--- config.mk ---
export PLATFORM = sky130hd
export DESIGN_NAME = sw_alloc_ctrl
export DESIGN_NICKNAME = d
export VERILOG_FILES = /design/src/rtl/sw_alloc_ctrl_pkg.sv /design/src/rtl/sw_alloc_ctrl_rr_arb.sv /design/src/rtl/sw_alloc_ctrl.sv
export SDC_FILE = /design/constraint.sdc
export NUM_CORES = 1
export LEC_CHECK = 0
export ABC_AREA = 1
export CORE_ASPECT_RATIO = 0.6
export CORE_MARGIN = 10
export CORE_UTILIZATION = 65
export DETAILED_ROUTE_END_ITERATION = 6
export GPL_TIMING_DRIVEN = 0
export PLACE_DENSITY = 0.91
export SYNTH_ARGS = -nofsm -noshare
export SYNTH_HDL_FRONTEND = slang
export SYNTH_SLANG_ARGS = --single-unit
--- constraint.sdc ---
create_clock -name clk -period 7.8 [get_ports clk]
set_clock_uncertainty 0.1 [all_clocks]
set_input_delay 1.56 -clock clk [delete_from_list [all_inputs] [get_ports clk]]
set_output_delay 1.56 -clock clk [all_outputs]
set_load 0.03 [all_outputs]
--- src/rtl/sw_alloc_ctrl_pkg.sv ---
// Shared sizes, port names and index helpers for the switch allocator.
// Optional starvation guard is enabled by SW_ALLOC_STARVE_GUARD_EN.
package sw_alloc_ctrl_pkg;

    localparam int NUM_PORT     = 5;
    localparam int SEL_W        = 3;
    localparam int STARVE_LIMIT = 15;
    localparam int STARVE_W     = $clog2(STARVE_LIMIT + 1);

    typedef enum logic [SEL_W-1:0] {
        X0    = 3'd0,
        X1    = 3'd1,
        Y0    = 3'd2,
        Y1    = 3'd3,
        LOCAL = 3'd4
    } port_idx_e;

    typedef logic [NUM_PORT-1:0] port_vec_t;
    typedef logic [SEL_W-1:0]    sel_t;

    function automatic sel_t onehot_to_idx(input port_vec_t oh);
        sel_t idx;
        idx = '0;
        for (int i = 0; i < NUM_PORT; i++) begin
            if (oh[i]) idx = idx | sel_t'(i);
        end
        return idx;
    endfunction

    function automatic port_vec_t lowest_bit(input port_vec_t v);
        return v & (~v + port_vec_t'(1));
    endfunction

    function automatic sel_t wrap_idx(input sel_t base, input int k);
        int s;
        s = int'(base) + k;
        if (s >= NUM_PORT) s = s - NUM_PORT;
        return sel_t'(s);
    endfunction

endpackage

--- src/rtl/sw_alloc_ctrl_rr_arb.sv ---
// Per-output round-robin arbiter with wormhole lock mask and priority override.
// Grant is suppressed entirely when the downstream is not ready.
module sw_alloc_ctrl_rr_arb
    import sw_alloc_ctrl_pkg::*;
(
    input  logic [NUM_PORT-1:0] req,
    input  logic [SEL_W-1:0]    ptr,
    input  logic                lock,
    input  logic [SEL_W-1:0]    owner,
    input  logic [NUM_PORT-1:0] pri,
    input  logic                rdy,
    output logic [NUM_PORT-1:0] gnt
);

    port_vec_t cand;
    port_vec_t hot;

    assign hot = req & pri;

    always_comb begin
        cand = '0;
        if (lock) begin
            cand[owner] = req[owner];
        end else if (|hot) begin
            cand = lowest_bit(hot);
        end else begin
            // scan downward so the nearest requester after ptr wins last
            for (int k = NUM_PORT - 1; k >= 0; k--) begin
                if (req[wrap_idx(ptr, k)]) begin
                    cand = '0;
                    cand[wrap_idx(ptr, k)] = 1'b1;
                end
            end
        end
    end

    assign gnt = rdy ? cand : '0;

endmodule

--- src/rtl/sw_alloc_ctrl.sv ---
// Router switch allocator: per-input output choice, per-output round-robin, wormhole locks.
// Define SW_ALLOC_STARVE_GUARD_EN to add per-input starvation priority.
module sw_alloc_ctrl
    import sw_alloc_ctrl_pkg::*;
(
    input  logic                         clk,
    input  logic                         rst_n,
    input  logic [NUM_PORT-1:0]          req_vld,
    input  logic [NUM_PORT*NUM_PORT-1:0] req_prod,
    input  logic [NUM_PORT-1:0]          req_tail,
    input  logic [NUM_PORT-1:0]          out_rdy,
    output logic [NUM_PORT-1:0]          in_gnt,
    output logic [NUM_PORT*NUM_PORT-1:0] in_gnt_port,
    output logic [NUM_PORT*SEL_W-1:0]    xbar_sel,
    output logic [NUM_PORT-1:0]          out_vld,
    output logic [NUM_PORT-1:0]          out_lock
);

    port_vec_t lock;
    sel_t      owner  [NUM_PORT];
    sel_t      rr_ptr [NUM_PORT];

    port_vec_t ireq   [NUM_PORT];
    port_vec_t oreq   [NUM_PORT];
    port_vec_t ogrant [NUM_PORT];
    sel_t      win    [NUM_PORT];
    port_vec_t pri;

    for (genvar i = 0; i < NUM_PORT; i++) begin : g_in
        port_vec_t prod;
        port_vec_t own;
        port_vec_t open;
        port_vec_t pick;

        assign prod = req_prod[i*NUM_PORT +: NUM_PORT];
        assign open = prod & ~lock & out_rdy;

        for (genvar o = 0; o < NUM_PORT; o++) begin : g_own
            assign own[o] = lock[o] && (owner[o] == sel_t'(i));
        end

        // a starved choice still requests so it keeps losing visibly
        always_comb begin
            pick = '0;
            if (rst_n && req_vld[i]) begin
                if (|own) pick = lowest_bit(own);
                else if (|open) pick = lowest_bit(open);
                else pick = lowest_bit(prod);
            end
        end

        assign ireq[i] = pick;

        for (genvar o = 0; o < NUM_PORT; o++) begin : g_xp
            assign oreq[o][i] = ireq[i][o];
            assign in_gnt_port[i*NUM_PORT + o] = ogrant[o][i];
        end

        assign in_gnt[i] = |in_gnt_port[i*NUM_PORT +: NUM_PORT];
    end

    for (genvar o = 0; o < NUM_PORT; o++) begin : g_out
        sw_alloc_ctrl_rr_arb u_arb (
            .req   (oreq[o]),
            .ptr   (rr_ptr[o]),
            .lock  (lock[o]),
            .owner (owner[o]),
            .pri   (pri),
            .rdy   (out_rdy[o]),
            .gnt   (ogrant[o])
        );

        assign win[o]                      = onehot_to_idx(ogrant[o]);
        assign out_vld[o]                  = |ogrant[o];
        assign xbar_sel[o*SEL_W +: SEL_W]  = win[o];
    end

    always_ff @(posedge clk) begin
        if (!rst_n) begin
            lock <= '0;
            for (int o = 0; o < NUM_PORT; o++) begin
                owner[o]  <= '0;
                rr_ptr[o] <= '0;
            end
        end else begin
            for (int o = 0; o < NUM_PORT; o++) begin
                if (out_vld[o]) begin
                    rr_ptr[o] <= (win[o] == sel_t'(NUM_PORT - 1)) ?
                                 '0 : win[o] + sel_t'(1);
                    lock[o]   <= ~req_tail[win[o]];
                    if (!req_tail[win[o]]) owner[o] <= win[o];
                end
            end
        end
    end

    assign out_lock = lock;

`ifdef SW_ALLOC_STARVE_GUARD_EN
    logic [STARVE_W-1:0] starve [NUM_PORT];

    always_ff @(posedge clk) begin
        for (int i = 0; i < NUM_PORT; i++) begin
            if (!rst_n || !req_vld[i] || in_gnt[i]) begin
                starve[i] <= '0;
            end else if (starve[i] != STARVE_W'(STARVE_LIMIT)) begin
                starve[i] <= starve[i] + STARVE_W'(1);
            end
        end
    end

    for (genvar i = 0; i < NUM_PORT; i++) begin : g_pri
        assign pri[i] = (starve[i] == STARVE_W'(STARVE_LIMIT));
    end
`else
    assign pri = '0;
`endif

endmodule

* Word-level counts from Yosys, hierarchy flattened
Memories as Yosys holds them, arrays and structs flattened. Cells that the tools add are included.
Operators by class: reductions and logical operators 85, bitwise gates (word level) 61, magnitude comparators 115, multiplexer cells 351, eq/ne operators 25, add/sub/neg operators 65
Operators with widths (number):
- 3-bit two-way mux | 120
- 5-bit two-way mux | 50
- 3-bit by 4-bit less-than comparator with 1-bit output, second input constant | 60
- 5-bit AND | 30
- 1-bit two-way mux | 106
- 1-bit binary-select mux with 3-bit select | 35
- 5-bit OR reduction | 20
- 1-bit demux with 3-bit select | 30
- 3-bit by 1-bit >= comparator with 1-bit output, second input constant | 30
- 4-bit by 3-bit >= comparator with 1-bit output, second input constant | 20
- 5-bit inverter | 16
- 5-bit by 1-bit adder with 5-bit output, second input constant | 15
- 3-bit subtractor, second input constant | 25
- 1-bit logical AND | 60
- 3-bit by 2-bit adder with 4-bit output, second input constant | 10
- 3-bit by 2-bit == test with 1-bit output, second input constant | 10
- 3-bit == test, second input constant | 10
- 3-bit by 1-bit adder with 4-bit output, second input constant | 5
- 3-bit by 3-bit adder with 4-bit output, second input constant | 5
- 2-bit two-way mux | 10
- 3-bit by 1-bit adder with 3-bit output, second input constant | 5
- 3-bit by 1-bit == test with 1-bit output, second input constant | 5
- 3-bit >= comparator, second input constant | 5
- 3-bit zero test | 5
- 2 further kinds | 15
Storage, ports and cells: output and inout port bits 55, RAM bits 30, memories 2, bits in registers 5
Memory list:
- owner | depth 5, width 3, read ports 5, clocked after memory_dff 0, wr ports 5, RTL line sw_alloc_ctrl.sv:20 | sel_t owner [NUM_PORT];
- rr_ptr | depth 5, width 3, read ports 5, clocked after memory_dff 0, wr ports 5, RTL line sw_alloc_ctrl.sv:21 | sel_t rr_ptr [NUM_PORT];

* Depth between registers and ports, before layout
word-level depth 35, mapped depth 35, gate-level depth less buffers 33

* Modules after synthesis
A second synthesis with hierarchy kept.
Second synthesis, totals: cells, all modules 2042, area total of the unflattened synthesis 10617.7 sq um
Modules (own cells, without submodules):
- sw_alloc_ctrl_rr_arb at g_out[0].u_arb ... | instances 4, seq. area each 0.0 sq um, area each 1401.3 sq um, cells each 293
- sw_alloc_ctrl | instances 1, seq. area each 1001.0 sq um, area each 3589.7 sq um, cells each 573
- sw_alloc_ctrl_rr_arb at g_out[4].u_arb | instances 1, seq. area each 0.0 sq um, area each 1422.6 sq um, cells each 297

* Least setup slack after synthesis
No wires, ideal clock.
path kind input -> output, from in out_rdy[1], to out in_gnt[4], arrival time 3.959 ns, setup slack 2.181 ns, buffers on the path 1, cell stages on the path 19, cells stage by stage buf_2 nand3_1 nand2_1 nor2_2 nand2_1 nor2_1 nor2_1 nor2_1 nor2_1 nor2_2 nand2_2 nand4_1 nand3_1 nand2_1 nand2_1 a21boi_2 inv_1 nor3_1 nand3_1
On the way: word-level cells in the longest chain between the ends 17, elaborated cells on any way between the ends 141, those cells by class 5 x add/sub; 110 x mux; 20 x bitwise; 6 x reduce/logical
Ends and longest elaborated chain:
- start: declaration | RTL line sw_alloc_ctrl.sv:11 | input logic [NUM_PORT-1:0] out_rdy,
- 5-bit AND | RTL line sw_alloc_ctrl.sv:36 | assign open = prod & ~lock & out_rdy;
- 5-bit inverter | RTL line sw_alloc_ctrl_pkg.sv:31 | return v & (~v + port_vec_t'(1));
- 5-bit by 1-bit adder with 5-bit output | RTL line sw_alloc_ctrl_pkg.sv:31
- 5-bit AND | RTL line sw_alloc_ctrl_pkg.sv:31
- 5-bit two-way mux | RTL line sw_alloc_ctrl.sv:47 | else if (|open) pick = lowest_bit(open);
- 5-bit two-way mux | RTL line sw_alloc_ctrl.sv:46 | if (|own) pick = lowest_bit(own);
- 5-bit two-way mux | RTL line sw_alloc_ctrl.sv:45 | if (rst_n && req_vld[i]) begin
- 1-bit binary-select mux with 3-bit select | RTL line sw_alloc_ctrl_rr_arb.sv:29 | if (req[wrap_idx(ptr, k)]) begin
- 1-bit two-way mux (implied by the code) | RTL line sw_alloc_ctrl_rr_arb.sv:29
- 5-bit two-way mux (5 in a row) | RTL line sw_alloc_ctrl_rr_arb.sv:29
- 5-bit two-way mux (*) | RTL line sw_alloc_ctrl_rr_arb.sv:22 | if (lock) begin
- 5-bit two-way mux (*) | RTL line sw_alloc_ctrl_rr_arb.sv:37 | assign gnt = rdy ? cand : '0;
- via in_gnt_port[22] | RTL line sw_alloc_ctrl.sv:13 | output logic [NUM_PORT*NUM_PORT-1:0] in_gnt_port,
- 5-bit OR reduction (*) | RTL line sw_alloc_ctrl.sv:59 | assign in_gnt[i] = |in_gnt_port[i*NUM_PORT +: NUM_PORT];
- end: declaration | RTL line sw_alloc_ctrl.sv:12 | output logic [NUM_PORT-1:0] in_gnt,
The timed path passes the listed nets; every way through them passes the cells marked *. The select of a mux whose other input is x is not followed.

* Worst setup path in the final report
from in out_rdy[2], to out in_gnt[4]
On the way: word-level cells in the longest chain between the ends 17, elaborated cells on any way between the ends 141, those cells by class 5 x add/sub; 110 x mux; 20 x bitwise; 6 x reduce/logical
Ends and longest elaborated chain (RTL line):
- 5-bit AND | sw_alloc_ctrl.sv:36
- 5-bit inverter | sw_alloc_ctrl_pkg.sv:31
- 5-bit by 1-bit adder with 5-bit output | sw_alloc_ctrl_pkg.sv:31
- 5-bit AND | sw_alloc_ctrl_pkg.sv:31
- 5-bit two-way mux | sw_alloc_ctrl.sv:47
- 5-bit two-way mux | sw_alloc_ctrl.sv:46
- 5-bit two-way mux | sw_alloc_ctrl.sv:45
- 1-bit binary-select mux with 3-bit select | sw_alloc_ctrl_rr_arb.sv:29
- 1-bit two-way mux (implied by the code) | sw_alloc_ctrl_rr_arb.sv:29
- 5-bit two-way mux (5 in a row) | sw_alloc_ctrl_rr_arb.sv:29
- 5-bit two-way mux | sw_alloc_ctrl_rr_arb.sv:22
- 5-bit two-way mux | sw_alloc_ctrl_rr_arb.sv:37
- 5-bit OR reduction (*) | sw_alloc_ctrl.sv:59
Mark *: on every way between the ends. The rest lies on a longest branch, timed or not. The select of a mux whose other input is x is not followed.

==> key figures <==
Global route
  – Overall overflow remaining after global route: 0
  – Number of global-route vias before repair: 10861
  – GRT Overall Usage: 32.4%
  – Maximum number of pins on one net before global-route repair: 12
  – Number of antenna violations at the first check in global routing: 0
  – Global-route wire length before repair: 53900 µm

Drt
  – Detailed-route wire length per cell: 16.5 µm
  – Via count: 12182
  – Wirelength, routed: 34300 µm
  – Number of nets still failing antenna checks after routing: 0
  – Initial DRC count: 2080
  – Detailed-routing iteration count for the pre-antenna-repair pass: 7
  – Post-route DRC: 3
  – Vias/cell: 5.84

Logic synthesis
  – Register bit total from synthesis: 35
  – Total number of yosys warnings: 0
  – Combined area of all synthesized cells: 0.00950 mm²
  – Share of cell area taken by muxes after synthesis: 0%
  – Distinct cell type count after synthesis: 56
  – Most area-consuming cells after synthesis: sky130_fd_sc_hd__nand2_1, sky130_fd_sc_hd__inv_1, sky130_fd_sc_hd__edfxtp_1
  – Synthesized-area fraction occupied by xor and xnor cells: 3.32%
  – Synth Area in Simple Gates: 51.8%
  – Compound-gate portion of the synthesized area: 12.8%
  – Async set or reset register ratio after synthesis: 0%
  – Number of cells produced by synthesis: 1785
  – Number of enable-type register cells in the synthesized netlist: 30
  – Post-synthesis area per instance: 5.32 µm²
  – Post-synth top area cell: sky130_fd_sc_hd__nand2_1
  – Cell with the most instances after synthesis: sky130_fd_sc_hd__nand2_1
  – Leading post-synthesis cells by instance count: sky130_fd_sc_hd__nand2_1, sky130_fd_sc_hd__inv_1, sky130_fd_sc_hd__nor2_1
  – Post-synth net total: 1885
  – Top cell type's share of synthesized area: 22.9%
  – Dominant synthesized flop cell: sky130_fd_sc_hd__edfxtp_1
  – Post-synthesis sequential area ratio: 10.5%
  – Main combinational cell family by area after synthesis: simple AND/OR/NAND/NOR gates
  – Adder-Cell Fraction of Synth Area: 8.04%

Die
  – Die footprint: 0.0200 mm²
  – Chip Height: 114 µm
  – Die Wd: 176 µm
  – Initial cell density of the core: 66.0%
  – Placement row count: 34
  – Core region area: 0.0144 mm²
  – Number of placed I/O pins: 97

Timing
  – Worst slew pin tran: 0.702 ns
  – Worst-case headroom to the max-slew limit: 53.2%
  – Post-route worst hold slack: 0.611 ns
  – Period Utilization, post-route: 99.2%
  – Fmax: 129 MHz
  – Number of hold-slack violations in the final timing report: 0
  – Summed negative setup slack over all endpoints: 0 ns
  – Final setup violating endpoints: 0
  – Number of pins with negative max-slew slack in the final report: 0
  – RSZ-0062 raised after global routing: false
  – Final critical-path required period: 7.74 ns
  – Smallest setup slack after layout: 0.0643 ns

Layout
  – Area overhead of the layout relative to synthesis: 14.3%
  – Final Core Density: 75.5%
  – Share of final-layout standard cells stronger than drive strength 1: 8.90%
  – Final antenna diode count: 0
  – Number of nets in the final layout: 1987

Worst setup path
  – Required time worst endpoint: 6.14 ns
  – Maximum fanout along the worst path: 10
  – Type of origin of the critical path: input pin
  – Arrival @ worst endpoint: 6.08 ns
  – Critical Path End Type: primary output
  – Worst Setup Path Type: input pin to primary output

Hold path
  – Path type of the worst min-delay path: register to register

CTS
  – Total clock sinks: 35
  – CTS tree: done
  – Post-CTS clock slew at the launch and capture registers of the worst setup and hold paths: 0.06 ns
  – Post-CTS resize count: 0
  – Maximum root-to-sink buffer count: 2
  – Hold-fix buffers at CTS: 0
  – Cell at the root of the clock tree: sky130_fd_sc_hd__clkbuf_16
  – Number of buffers added by the clock tree synthesis step: 5
  – Count of H-tree levels built during CTS: 2
  – Post CTS Setup Buffer Count: 0
  – Clock Latency Late Sink: 0.29 ns

Placed design
  – Count of buffers inserted at the top-level ports: 95
  – DPL Wire Length: 28100 µm
  – Post-place setup slack: 0.383 ns
  – Last weighted congestion value of the routability-driven placer: 1.07

Status
  – Violated checks: DRC
  – Outcome: complete, but fails checks

Run
  – Max Cap Violations: 0
cell type report:
| class | count | area (µm²) |
|---|---|---|
| inverters | 300 | 1130 |
| well taps | 198 | 248 |
| repair buffers | 95 | 951 |
| flip-flops and latches | 35 | 1000 |
| fillers | 1256 | 3530 |
| multi-input cells | 1427 | 7220 |
| plain buffers | 23 | 154 |
| clock inverters | 1 | 5.00 |
| clock buffers | 7 | 143 |
routing by layer:
layer	global-route usage (%)	part of all wire, %	up-vias
met2	48.4	40	848
li1	-	-	5844
met3	10.2	17	105
met5	0	0	-
met1	44.5	41	5385
met4	7.20	2.4	0
logic make-up after synthesis:
kind of cell	Yosys count
adders and majority gates	58
and+or+nand+nor	1132
DFF	35
AOI/OAI and AO/OA	201
buffers and inverters	323
xor gates and xnor gates	36
cells in the final DEF, fill, tap and decap left out, types with 28 or more instances in the layout:
cell and instances:
sky130_fd_sc_hd__a21oi_1 49, sky130_fd_sc_hd__clkdlybuf4s50_1 95, sky130_fd_sc_hd__edfxtp_1 30, sky130_fd_sc_hd__ha_1 53, sky130_fd_sc_hd__inv_1 271, sky130_fd_sc_hd__inv_2 28, sky130_fd_sc_hd__nand2_1 580, sky130_fd_sc_hd__nand2_2 34
sky130_fd_sc_hd__nand3_1 162, sky130_fd_sc_hd__nor2_1 231, sky130_fd_sc_hd__nor3_1 36, sky130_fd_sc_hd__o21ai_0 63, sky130_fd_sc_hd__o21ai_1 34, sky130_fd_sc_hd__xor2_1 28
worst max-delay path, stage by stage:
cell and delay (ns):
sky130_fd_sc_hd__clkdlybuf4s50_1 0.55, sky130_fd_sc_hd__buf_2 0.33, sky130_fd_sc_hd__nand2_1 0.24, sky130_fd_sc_hd__inv_1 0.17
sky130_fd_sc_hd__nand3_1 0.10, sky130_fd_sc_hd__nand3_1 0.40, sky130_fd_sc_hd__nand2_2 0.15, sky130_fd_sc_hd__o21ai_0 0.25
sky130_fd_sc_hd__nand2_1 0.09, sky130_fd_sc_hd__nor2_2 0.33, sky130_fd_sc_hd__a31oi_1 0.07, sky130_fd_sc_hd__nand2_1 0.09
sky130_fd_sc_hd__nand2_1 0.06, sky130_fd_sc_hd__a21boi_2 0.31, sky130_fd_sc_hd__inv_1 0.14, sky130_fd_sc_hd__nor3_1 0.41
sky130_fd_sc_hd__nand3_1 0.15, sky130_fd_sc_hd__clkdlybuf4s50_1 0.64
per-stage QoR:
| stage | std cells | cell area, µm² |
|---|---|---|
| 2_1_floorplan | 1785 | 9500 |
| 3_3_place_gp | 2078 | 10700 |
| 3_5_place_dp | 2078 | 10700 |
| 4_1_cts | 2086 | 10800 |
| 5_1_grt | 2086 | 10900 |
| 6_report | 2086 | 10900 |
worst paths after layout:
check,start,endpoint,slack (ns),cells past startpoint
worst min register to register,out_lock[4],out_lock[4],0.61,3
worst max register to register,rr_ptr[0][9],rr_ptr[0][3],2.29,25
worst max-delay path,out_rdy[2],in_gnt[4],0.06,18
worst min-delay path,out_lock[4],out_lock[4],0.61,3
flip-flops by register name (all words and copies together) (netlist names):
register and cells:
out_lock 5, owner 15, rr_ptr 15
Power is left out: the tool's default activity adds up to more than one toggle a clock period on the data nets, which glitch-free logic cannot reach.
